[src/rtl/cache_axi_bridge_pkg.sv]
// cache_axi_bridge_pkg
// Shared definitions for the cache refill/write-back engine: the constant
// AXI4 burst attributes it drives and the encoding of its control FSM.
package cache_axi_bridge_pkg;

    // Beats-minus-one for a 16-beat line burst.
    localparam logic [7:0] LEN16      = 8'd15;
    // 4-byte beats on the 32-bit data bus.
    localparam logic [2:0] SIZE4B     = 3'd2;
    localparam logic [1:0] BURST_INCR = 2'b01;
    localparam logic [1:0] RESP_OKAY  = 2'b00;
    localparam logic [3:0] WSTRB_ALL  = 4'hf;

    typedef enum logic [2:0] {
        S_IDLE  = 3'd0,
        S_WB_AW = 3'd1,
        S_WB_W  = 3'd2,
        S_WB_B  = 3'd3,
        S_RD_AR = 3'd4,
        S_RD_R  = 3'd5,
        S_FILL  = 3'd6
    } state_e;

endpackage

[src/rtl/cache_axi_bridge_chk.sv]
// cache_axi_bridge_chk
// Protocol checker for the cache side of the bridge: the cache must not
// issue a new write-back while the single write-back slot is occupied.
// Ports: clk, rst, wen_back_i (write-back pulse), wb_pend_i (slot busy).
module cache_axi_bridge_chk (
    input  logic clk,
    input  logic rst,
    input  logic wen_back_i,
    input  logic wb_pend_i
);

    a_no_wb_overrun: assert property (@(posedge clk) disable iff (rst)
        !(wen_back_i && wb_pend_i))
        else $error("write-back pulse while write-back slot occupied");

endmodule

[src/rtl/cache_axi_bridge_line_beat_buf.sv]
// line_beat_buf
// One cache line held as LINE_WORDS 32-bit words. The whole line can be
// loaded at once (write-back capture), single words can be written by beat
// index (refill assembly), and one word can be selected by beat index
// (write-back beat streaming).
// Ports:
//   clk, rst        clock and synchronous active-high reset (clears line)
//   load_i, line_i  full-line load
//   wr_en_i, wr_idx_i, wr_word_i   single-word write
//   sel_idx_i, sel_word_o          word select
//   line_o          current line contents
module line_beat_buf #(
    parameter int LINE_WORDS = 16
) (
    input  logic                                 clk,
    input  logic                                 rst,
    input  logic                                 load_i,
    input  logic [32*LINE_WORDS-1:0]             line_i,
    input  logic                                 wr_en_i,
    input  logic [$clog2(LINE_WORDS)-1:0]        wr_idx_i,
    input  logic [31:0]                          wr_word_i,
    input  logic [$clog2(LINE_WORDS)-1:0]        sel_idx_i,
    output logic [31:0]                          sel_word_o,
    output logic [32*LINE_WORDS-1:0]             line_o
);

    logic [32*LINE_WORDS-1:0] line_q;

    // Line storage: full load wins over a single-word write.
    always_ff @(posedge clk) begin
        if (rst) begin
            line_q <= '0;
        end else if (load_i) begin
            line_q <= line_i;
        end else if (wr_en_i) begin
            line_q[32*wr_idx_i +: 32] <= wr_word_i;
        end
    end

    assign sel_word_o = line_q[32*sel_idx_i +: 32];
    assign line_o     = line_q;

endmodule

[src/rtl/cache_axi_bridge.sv]
// cache_axi_bridge
// Memory-side refill/write-back engine behind the data cache. Captures one
// write-back (line + address) and one miss (line address), runs each as a
// LINE_WORDS-beat INCR burst on a 32-bit AXI4 master port, returns refilled
// lines as a one-cycle fill and acknowledges write-backs with fin.
// Ports:
//   clk, rst                         clock, synchronous active-high reset
//   wen_back, waddr, wback, fin      write-back request / completion
//   miss, miss_addr, accept          refill request / capture pulse
//   wen_fill, wfill                  refilled line
//   ar*, r*, aw*, w*, b*             AXI4 master channels
//   bus_err                          sticky debug flag: non-OKAY response seen
module cache_axi_bridge
    import cache_axi_bridge_pkg::*;
#(
    parameter logic [3:0] AXI_ID     = 4'd0,
    parameter int         LINE_WORDS = 16
) (
    input  logic                        clk,
    input  logic                        rst,
    input  logic                        wen_back,
    input  logic [31:0]                 waddr,
    input  logic [32*LINE_WORDS-1:0]    wback,
    output logic                        fin,
    input  logic                        miss,
    input  logic [31:0]                 miss_addr,
    output logic                        accept,
    output logic                        wen_fill,
    output logic [32*LINE_WORDS-1:0]    wfill,
    output logic [3:0]                  arid,
    output logic [31:0]                 araddr,
    output logic [7:0]                  arlen,
    output logic [2:0]                  arsize,
    output logic [1:0]                  arburst,
    output logic                        arvalid,
    input  logic                        arready,
    input  logic [31:0]                 rdata,
    input  logic [1:0]                  rresp,
    input  logic                        rlast,
    input  logic                        rvalid,
    output logic                        rready,
    output logic [3:0]                  awid,
    output logic [31:0]                 awaddr,
    output logic [7:0]                  awlen,
    output logic [2:0]                  awsize,
    output logic [1:0]                  awburst,
    output logic                        awvalid,
    input  logic                        awready,
    output logic [3:0]                  wid,
    output logic [31:0]                 wdata,
    output logic [3:0]                  wstrb,
    output logic                        wlast,
    output logic                        wvalid,
    input  logic                        wready,
    input  logic [1:0]                  bresp,
    input  logic                        bvalid,
    output logic                        bready,
    output logic                        bus_err
);

    localparam int                IDX_W    = $clog2(LINE_WORDS);
    localparam logic [IDX_W-1:0]  LAST_IDX = IDX_W'(LINE_WORDS - 1);

    state_e             state_q;
    logic [IDX_W-1:0]   cnt_q;
    logic               wb_pend_q;
    logic               rd_pend_q;
    logic [31:0]        wb_addr_q;
    logic [31:0]        rd_addr_q;
    logic               bus_err_q;
    logic               arvalid_q, awvalid_q, wvalid_q, wlast_q;
    logic               rready_q, bready_q;
    logic               accept_q, fin_q, wen_fill_q;
    logic [31:0]        araddr_q, awaddr_q, wdata_q;

    logic               wb_load_s;
    logic               rd_wr_s;
    logic [IDX_W-1:0]   wb_sel_idx_s;
    logic [31:0]        wb_word_s;
    logic [31:0]        rd_word_s;
    logic [32*LINE_WORDS-1:0] wb_line_s;
    logic [32*LINE_WORDS-1:0] rd_line_s;

    assign wb_load_s = wen_back && !wb_pend_q;
    assign rd_wr_s   = (state_q == S_RD_R) && rvalid;

    // Word to present on the next W beat: beat 0 when leaving AW, else cnt+1.
    always_comb begin
        wb_sel_idx_s = '0;
        if (state_q == S_WB_W) begin
            wb_sel_idx_s = cnt_q + IDX_W'(1);
        end else begin
            wb_sel_idx_s = '0;
        end
    end

    line_beat_buf #(.LINE_WORDS(LINE_WORDS)) u_wb_buf (
        .clk        (clk),
        .rst        (rst),
        .load_i     (wb_load_s),
        .line_i     (wback),
        .wr_en_i    (1'b0),
        .wr_idx_i   ('0),
        .wr_word_i  (32'd0),
        .sel_idx_i  (wb_sel_idx_s),
        .sel_word_o (wb_word_s),
        .line_o     (wb_line_s)
    );

    line_beat_buf #(.LINE_WORDS(LINE_WORDS)) u_rd_buf (
        .clk        (clk),
        .rst        (rst),
        .load_i     (1'b0),
        .line_i     ('0),
        .wr_en_i    (rd_wr_s),
        .wr_idx_i   (cnt_q),
        .wr_word_i  (rdata),
        .sel_idx_i  (cnt_q),
        .sel_word_o (rd_word_s),
        .line_o     (rd_line_s)
    );

    cache_axi_bridge_chk u_chk (
        .clk        (clk),
        .rst        (rst),
        .wen_back_i (wen_back),
        .wb_pend_i  (wb_pend_q)
    );

    // Slots, control FSM and all registered AXI/cache-side outputs.
    always_ff @(posedge clk) begin
        if (rst) begin
            state_q    <= S_IDLE;
            cnt_q      <= '0;
            wb_pend_q  <= 1'b0;
            rd_pend_q  <= 1'b0;
            wb_addr_q  <= 32'd0;
            rd_addr_q  <= 32'd0;
            bus_err_q  <= 1'b0;
            arvalid_q  <= 1'b0;
            awvalid_q  <= 1'b0;
            wvalid_q   <= 1'b0;
            wlast_q    <= 1'b0;
            rready_q   <= 1'b0;
            bready_q   <= 1'b0;
            accept_q   <= 1'b0;
            fin_q      <= 1'b0;
            wen_fill_q <= 1'b0;
            araddr_q   <= 32'd0;
            awaddr_q   <= 32'd0;
            wdata_q    <= 32'd0;
        end else begin
            accept_q   <= 1'b0;
            fin_q      <= 1'b0;
            wen_fill_q <= 1'b0;

            // A write-back arriving while the slot is busy is dropped.
            if (wb_load_s) begin
                wb_pend_q <= 1'b1;
                wb_addr_q <= waddr;
            end
            // miss is a level: capture only into a free slot so it acks once.
            if (miss && !rd_pend_q) begin
                rd_pend_q <= 1'b1;
                rd_addr_q <= miss_addr;
                accept_q  <= 1'b1;
            end

            case (state_q)
                S_IDLE: begin
                    // Write-back first so a refill never reads a stale line.
                    if (wb_pend_q) begin
                        state_q   <= S_WB_AW;
                        awvalid_q <= 1'b1;
                        awaddr_q  <= wb_addr_q;
                    end else if (rd_pend_q) begin
                        state_q   <= S_RD_AR;
                        arvalid_q <= 1'b1;
                        araddr_q  <= rd_addr_q;
                    end
                end
                S_WB_AW: begin
                    if (awready) begin
                        awvalid_q <= 1'b0;
                        wvalid_q  <= 1'b1;
                        wdata_q   <= wb_word_s;
                        wlast_q   <= (LAST_IDX == '0);
                        cnt_q     <= '0;
                        state_q   <= S_WB_W;
                    end
                end
                S_WB_W: begin
                    if (wready) begin
                        if (cnt_q == LAST_IDX) begin
                            wvalid_q <= 1'b0;
                            wlast_q  <= 1'b0;
                            bready_q <= 1'b1;
                            state_q  <= S_WB_B;
                        end else begin
                            cnt_q   <= cnt_q + IDX_W'(1);
                            wdata_q <= wb_word_s;
                            wlast_q <= ((cnt_q + IDX_W'(1)) == LAST_IDX);
                        end
                    end
                end
                S_WB_B: begin
                    if (bvalid) begin
                        bready_q  <= 1'b0;
                        fin_q     <= 1'b1;
                        wb_pend_q <= 1'b0;
                        if (bresp != RESP_OKAY) begin
                            bus_err_q <= 1'b1;
                        end
                        state_q   <= S_IDLE;
                    end
                end
                S_RD_AR: begin
                    if (arready) begin
                        arvalid_q <= 1'b0;
                        rready_q  <= 1'b1;
                        cnt_q     <= '0;
                        state_q   <= S_RD_R;
                    end
                end
                S_RD_R: begin
                    if (rvalid) begin
                        if (rresp != RESP_OKAY) begin
                            bus_err_q <= 1'b1;
                        end
                        // Early rlast ends the burst; a missing one is forced at the last beat.
                        if (rlast || (cnt_q == LAST_IDX)) begin
                            rready_q   <= 1'b0;
                            wen_fill_q <= 1'b1;
                            state_q    <= S_FILL;
                        end else begin
                            cnt_q <= cnt_q + IDX_W'(1);
                        end
                    end
                end
                S_FILL: begin
                    rd_pend_q <= 1'b0;
                    state_q   <= S_IDLE;
                end
                default: begin
                    state_q <= S_IDLE;
                end
            endcase
        end
    end

    assign arid     = AXI_ID;
    assign awid     = AXI_ID;
    assign wid      = AXI_ID;
    assign arlen    = LEN16;
    assign awlen    = LEN16;
    assign arsize   = SIZE4B;
    assign awsize   = SIZE4B;
    assign arburst  = BURST_INCR;
    assign awburst  = BURST_INCR;
    assign wstrb    = WSTRB_ALL;
    assign araddr   = araddr_q;
    assign arvalid  = arvalid_q;
    assign rready   = rready_q;
    assign awaddr   = awaddr_q;
    assign awvalid  = awvalid_q;
    assign wdata    = wdata_q;
    assign wlast    = wlast_q;
    assign wvalid   = wvalid_q;
    assign bready   = bready_q;
    assign accept   = accept_q;
    assign fin      = fin_q;
    assign wen_fill = wen_fill_q;
    assign wfill    = rd_line_s;
    assign bus_err  = bus_err_q;

endmodule

[config.mk]
export PLATFORM = sky130hd
export DESIGN_NAME = cache_axi_bridge
export DESIGN_NICKNAME = d
export VERILOG_FILES = /design/src/rtl/cache_axi_bridge_pkg.sv /design/src/rtl/cache_axi_bridge_chk.sv /design/src/rtl/cache_axi_bridge_line_beat_buf.sv /design/src/rtl/cache_axi_bridge.sv
export SDC_FILE = /design/constraint.sdc
export NUM_CORES = 2
export LEC_CHECK = 0
export CORE_AREA = 2 2 501 503
export DETAILED_ROUTE_END_ITERATION = 16
export DIE_AREA = 0 0 503 505
export GPL_ROUTABILITY_DRIVEN = 0
export PLACE_DENSITY = 0.49
export SLEW_MARGIN = 20
export SYNTH_ARGS = -nofsm -noshare
export SYNTH_HDL_FRONTEND = slang
export SYNTH_HIERARCHICAL = 1
export SYNTH_SLANG_ARGS = --single-unit
export TNS_END_PERCENT = 30
[constraint.sdc]
create_clock -name clk -period 2.65 [get_ports clk]
set_input_delay 0.3975 -clock clk [delete_from_list [all_inputs] [get_ports clk]]
set_output_delay 0.3975 -clock clk [all_outputs]
set_load 0.1 [all_outputs]
# Word level (Yosys, flattened, before mapping)
# Cells that the tools add are included.
[totals]
wordCells = 140
reg_bits = 1203
[classes]
reduce_logical = 31
n_addsub = 2
mux = 56
n_eq_ne = 23
bitwise = 4
shift = 3
[ops]
columns = ["op", "n"]
rows = [
  ["bitwise mux 512 bit", 1],
  ["variable shift 32 x 34 -> 512 bit (first input constant)", 1],
  ["variable part select 32 x 34 -> 512 bit", 1],
  ["variable part select 512 x 10 -> 32 bit", 1],
  ["two-way mux 32 bit", 3],
  ["case mux 32 bit (2 select lines)", 1],
  ["negator 9 -> 34 bit", 1],
  ["two-way mux 4 bit", 7],
  ["two-way mux 3 bit", 9],
  ["two-way mux 1 bit", 26],
  ["!= test 2 bit (second input constant)", 11],
  ["AND reduction 4 bit", 5],
  ["case mux 3 bit (6 select lines)", 1],
  ["case mux 4 bit (4 select lines)", 1],
  ["nonzero test 2 bit", 8],
  ["case mux 1 bit (2 select lines)", 7],
  ["== test 3 bit (second input constant)", 3],
  ["AND reduction 3 bit", 3],
  ["== test 4 bit (second input constant)", 2],
  ["AND reduction 8 bit", 1],
  ["AND reduction 7 bit", 1],
  ["== test 3 x 2 -> 1 bit (second input constant)", 2],
  ["!= test 2 x 1 -> 1 bit (second input constant)", 3],
  ["AND reduction 5 bit", 1],
  ["other kinds (12)", 19],
]

# Longest topological paths before layout
[logic_depth]
ltp_word = 6
ltp_mapped = 11
depth_no_buf = 8

# Modules after synthesis
# Netlist, hierarchy kept.
[modules_own_cells]
columns = ["module", "cells_per_inst", "n_inst", "area_per_inst_um2"]
rows = [
  ["line_beat_buf (u_rd_buf)", 2475, 1, 24676.2],
  ["line_beat_buf (u_wb_buf)", 2360, 1, 24511.0],
  ["cache_axi_bridge", 872, 1, 6811.5],
]

# Worst setup path before layout
# Ideal clock, no wire load.
[synth_timing]
path_type = "flip-flop to flip-flop"
start = "reg state_q[2]"
end = "reg wdata_q[15] (netlist: wdata[15])"
slack_ns = 0.056
arrival_time_ns = 2.461
path_buffers = 4
required_ns = 2.518
stages_incl_launch_ff = 12
cell_sequence = "dfxtp_1 > buf_6 > or3b_1 > buf_6 > nor2_1 > buf_2 > buf_2 > mux4_2 > a22oi_1 > nand2_1 > nand2_1 > a21oi_1"
[synth_between]
elab_chain_cells = 6
word_cells_on_any_way = 13
[synth_lines]
columns = ["element", "line", "rtl"]
rows = [
  ["from (decl)", "cache_axi_bridge.sv:64", "state_e state_q;"],
  ["from (signal assigned)", "cache_axi_bridge.sv:133", "state_q <= S_IDLE;"],
  ["from (signal assigned)", "cache_axi_bridge.sv:173", "state_q <= S_WB_AW;"],
  ["from (signal assigned)", "cache_axi_bridge.sv:177", "state_q <= S_RD_AR;"],
  ["== test 3 x 2 -> 1 bit (*)", "cache_axi_bridge.sv:90", "if (state_q == S_WB_W) begin"],
  ["two-way mux 4 bit (*)", "cache_axi_bridge.sv:90", ""],
  ["named net wb_sel_idx_s[0]", "cache_axi_bridge.sv:78", "logic [IDX_W-1:0] wb_sel_idx_s;"],
  ["variable part select 512 x 10 -> 32 bit (*)", "cache_axi_bridge_line_beat_buf.sv:40", "assign sel_word_o = line_q[32*sel_idx_i +: 32];"],
  ["named net wb_word_s[15]", "cache_axi_bridge.sv:79", "logic [31:0] wb_word_s;"],
  ["two-way mux 32 bit", "cache_axi_bridge.sv:194", "if (cnt_q == LAST_IDX) begin"],
  ["two-way mux 32 bit", "cache_axi_bridge.sv:193", "if (wready) begin"],
  ["case mux 32 bit (2 select lines) (*)", "cache_axi_bridge.sv:169", "case (state_q)"],
  ["to (signal assigned)", "cache_axi_bridge.sv:186", "wdata_q <= wb_word_s;"],
  ["to (signal assigned)", "cache_axi_bridge.sv:201", "wdata_q <= wb_word_s;"],
  ["to (decl)", "cache_axi_bridge.sv:74", "logic [31:0] araddr_q, awaddr_q, wdata_q;"],
]
# Mark *: on every way through the listed nets, which the timed path passes. The rest lies on a longest branch. The select of a mux whose other input is x is not followed.
# A chain may end at the register's enable or synchronous reset.

# Worst setup path in the final report
[layout_timing]
start = "reg state_q[0]"
end = "reg wdata_q[11] (netlist: wdata[11])"
# The elaborated chain is that of the path after synthesis.

==> results.toml <==
[run_status]
status = "finished with violations"
violations = "slew limit, setup timing"

[timing]
rsz0062_at_grt = "yes"
layout_setup_ws_ns = -0.01510
fin_skew_ns = 0.05794
slew_headroom = -2.978
slew_violations = 605
final_hold_viol_count = 0
post-route-min-period_ns = 2.665
tightest_slew_ns = 5.954
finalCritPeriodShare = 1.006
fin_worst_hold_slack_ns = 0.1558
max_freq_mhz = 375.2
setup_viol = 4
setup_tns_ns = -0.02401

[floorplan]
core_um2 = 248200
die_w_um = 503
start_util = 0.2105
ios = 1282
die-area_um2 = 254000
die_h_um = 505
rows = 183

[cells_and_area]
final_common_cell = "dfxtp_1"
multi_input_area_um2 = 28350
area.growth.synth_to_final_pct = 45.53
seq_area_um2 = 24090
mostFrequentLayoutCells = "dfxtp_1, nand2_1, buf_4"
nFillCells = 25850
drive_gt1_frac = 0.2028
fin_nets = 7867
utilization = 0.3063

[placement]
pre_cts_slack_ns = -0.3708
numPortBuffers = 1239
dpl.hpwl_um = 214200

[global_route]
overflow = 0
grt_pass1_vias = 48290
grt_first_pass_wirelength_um = 394700
antenna_found_initial = 42
track_usage = 0.2160
grt_max_degree = 558

[worst_setup_path]
start_kind = "flip-flop"
path_class = "reg -> reg"
worstPathRequired_ns = 3.31
critPathMaxFanout = 6
cp.arrival_ns = 3.32
crit_path_end_kind = "flip-flop"

[job]
maxCapViolCount = 0

[routing]
wirelength_um = 289900
dr.pass1.iters = 6
via_per_inst = 4.896
routedWlPerCell_um = 27.07
ant_nets = 0
drtIter0Drc = 5844
drc = 0
via_count = 52420

[clocking]
cts_tree = "yes"
clk_path_buf_depth = 3
htreeDepth = 4
clk_latency_ns = 0.82
clkTransAtPathRegs_ns = 0.06
cts_buffers = 148
cts-root-buf = "clkbuf_16"
cts.sinks = 1203

[yosys]
syn_area_per_cell_um2 = 9.478
synthCells = 5512
ys_warn_count = 6
netlist_area_um2 = 52250

[pwr]
powerDensity_nw_per_um2 = 716.3
p_leak_nw = 29.59
ir_drop_mv = 0.6151

[worst_hold_path]
hold_path.class = "in -> reg"
[final cells by class]
type                    instances  area share
flip-flops and latches       1203      0.3168
well taps                    3330     0.05480
multi-input cells            4294      0.3729
clock inverters                50    0.008837
clock buffers                 221     0.05628
repair buffers               1476      0.1841
diodes                         19   0.0006253
inverters                     113    0.005661
[what timing repair did]
item | 4_1_cts | 5_1_grt
setup buffers | 12 | 4
pin swaps | 20 | 18
resized for setup | 49 | 37
setup endpoints to repair | 30 | 270
hold buffers | 1 | 0
gates cloned | 1 | 5
endpoints found under the hold margin | 1 | 0
[report_power, final]
part	switching, mW	internal (mW)	total (mW)
clock network	8.94	11.7	20.6
registers	0.778	19.3	20.1
logic	9.36	4.44	13.8
total	19.1	35.4	54.5
[sequential cells by signal (all words and copies together), names as in the netlist, 3 cells and up]
signal and flops:
u_rd_buf/line_o 512, u_wb_buf/line_o 512, araddr 32, awaddr 32, rd_addr_q 32, wb_addr_q 32, wdata 32, cnt_q 4
state_q 3
[metal layers]
metal  up-vias  global-route usage  part of all wire
met5         -                   0           0.00014
met4         6             0.09180             0.046
met3       508             0.04559             0.085
met2      2887              0.3516              0.46
met1     25700              0.2747              0.41
li1      23320                   -                 -
[stage by stage]
step,power (mW),area (um2),instances
2_1_floorplan,28.81,54930,6228
3_3_place_gp,33.32,70330,10400
3_5_place_dp,33.39,70330,10400
4_1_cts,54.35,75670,10680
5_1_grt,56.26,76010,10700
6_report,54.46,76030,10710
[final timing paths]
check | start | endpoint | slack (ns) | cells after the start
worst max-delay path | state_q[0]$_SDFFE_PP0P_ | wdata[11]$_SDFFE_PP0P_ | -0.02 | 11
worst min-delay path | miss_addr[8] | rd_addr_q[8]$_SDFFE_PP0P_ | 0.16 | 3
worst max register to register | state_q[0]$_SDFFE_PP0P_ | wdata[11]$_SDFFE_PP0P_ | -0.02 | 11
worst min register to register | rd_addr_q[18]$_SDFFE_PP0P_ | araddr[18]$_SDFFE_PP0P_ | 0.44 | 2
[critical path, cell delays in order, from the launching register on]
cell and delay, ns:
dfxtp_2 0.31, or3b_4 0.42, nor2_4 0.16, buf_12 0.16, buf_16 0.16, buf_12 0.13, mux4_2 0.50, a22oi_2 0.35
buf_4 0.18, nand2_2 0.05, nand2_2 0.07, a21oi_2 0.05
(Power assumes the default switching activity.)
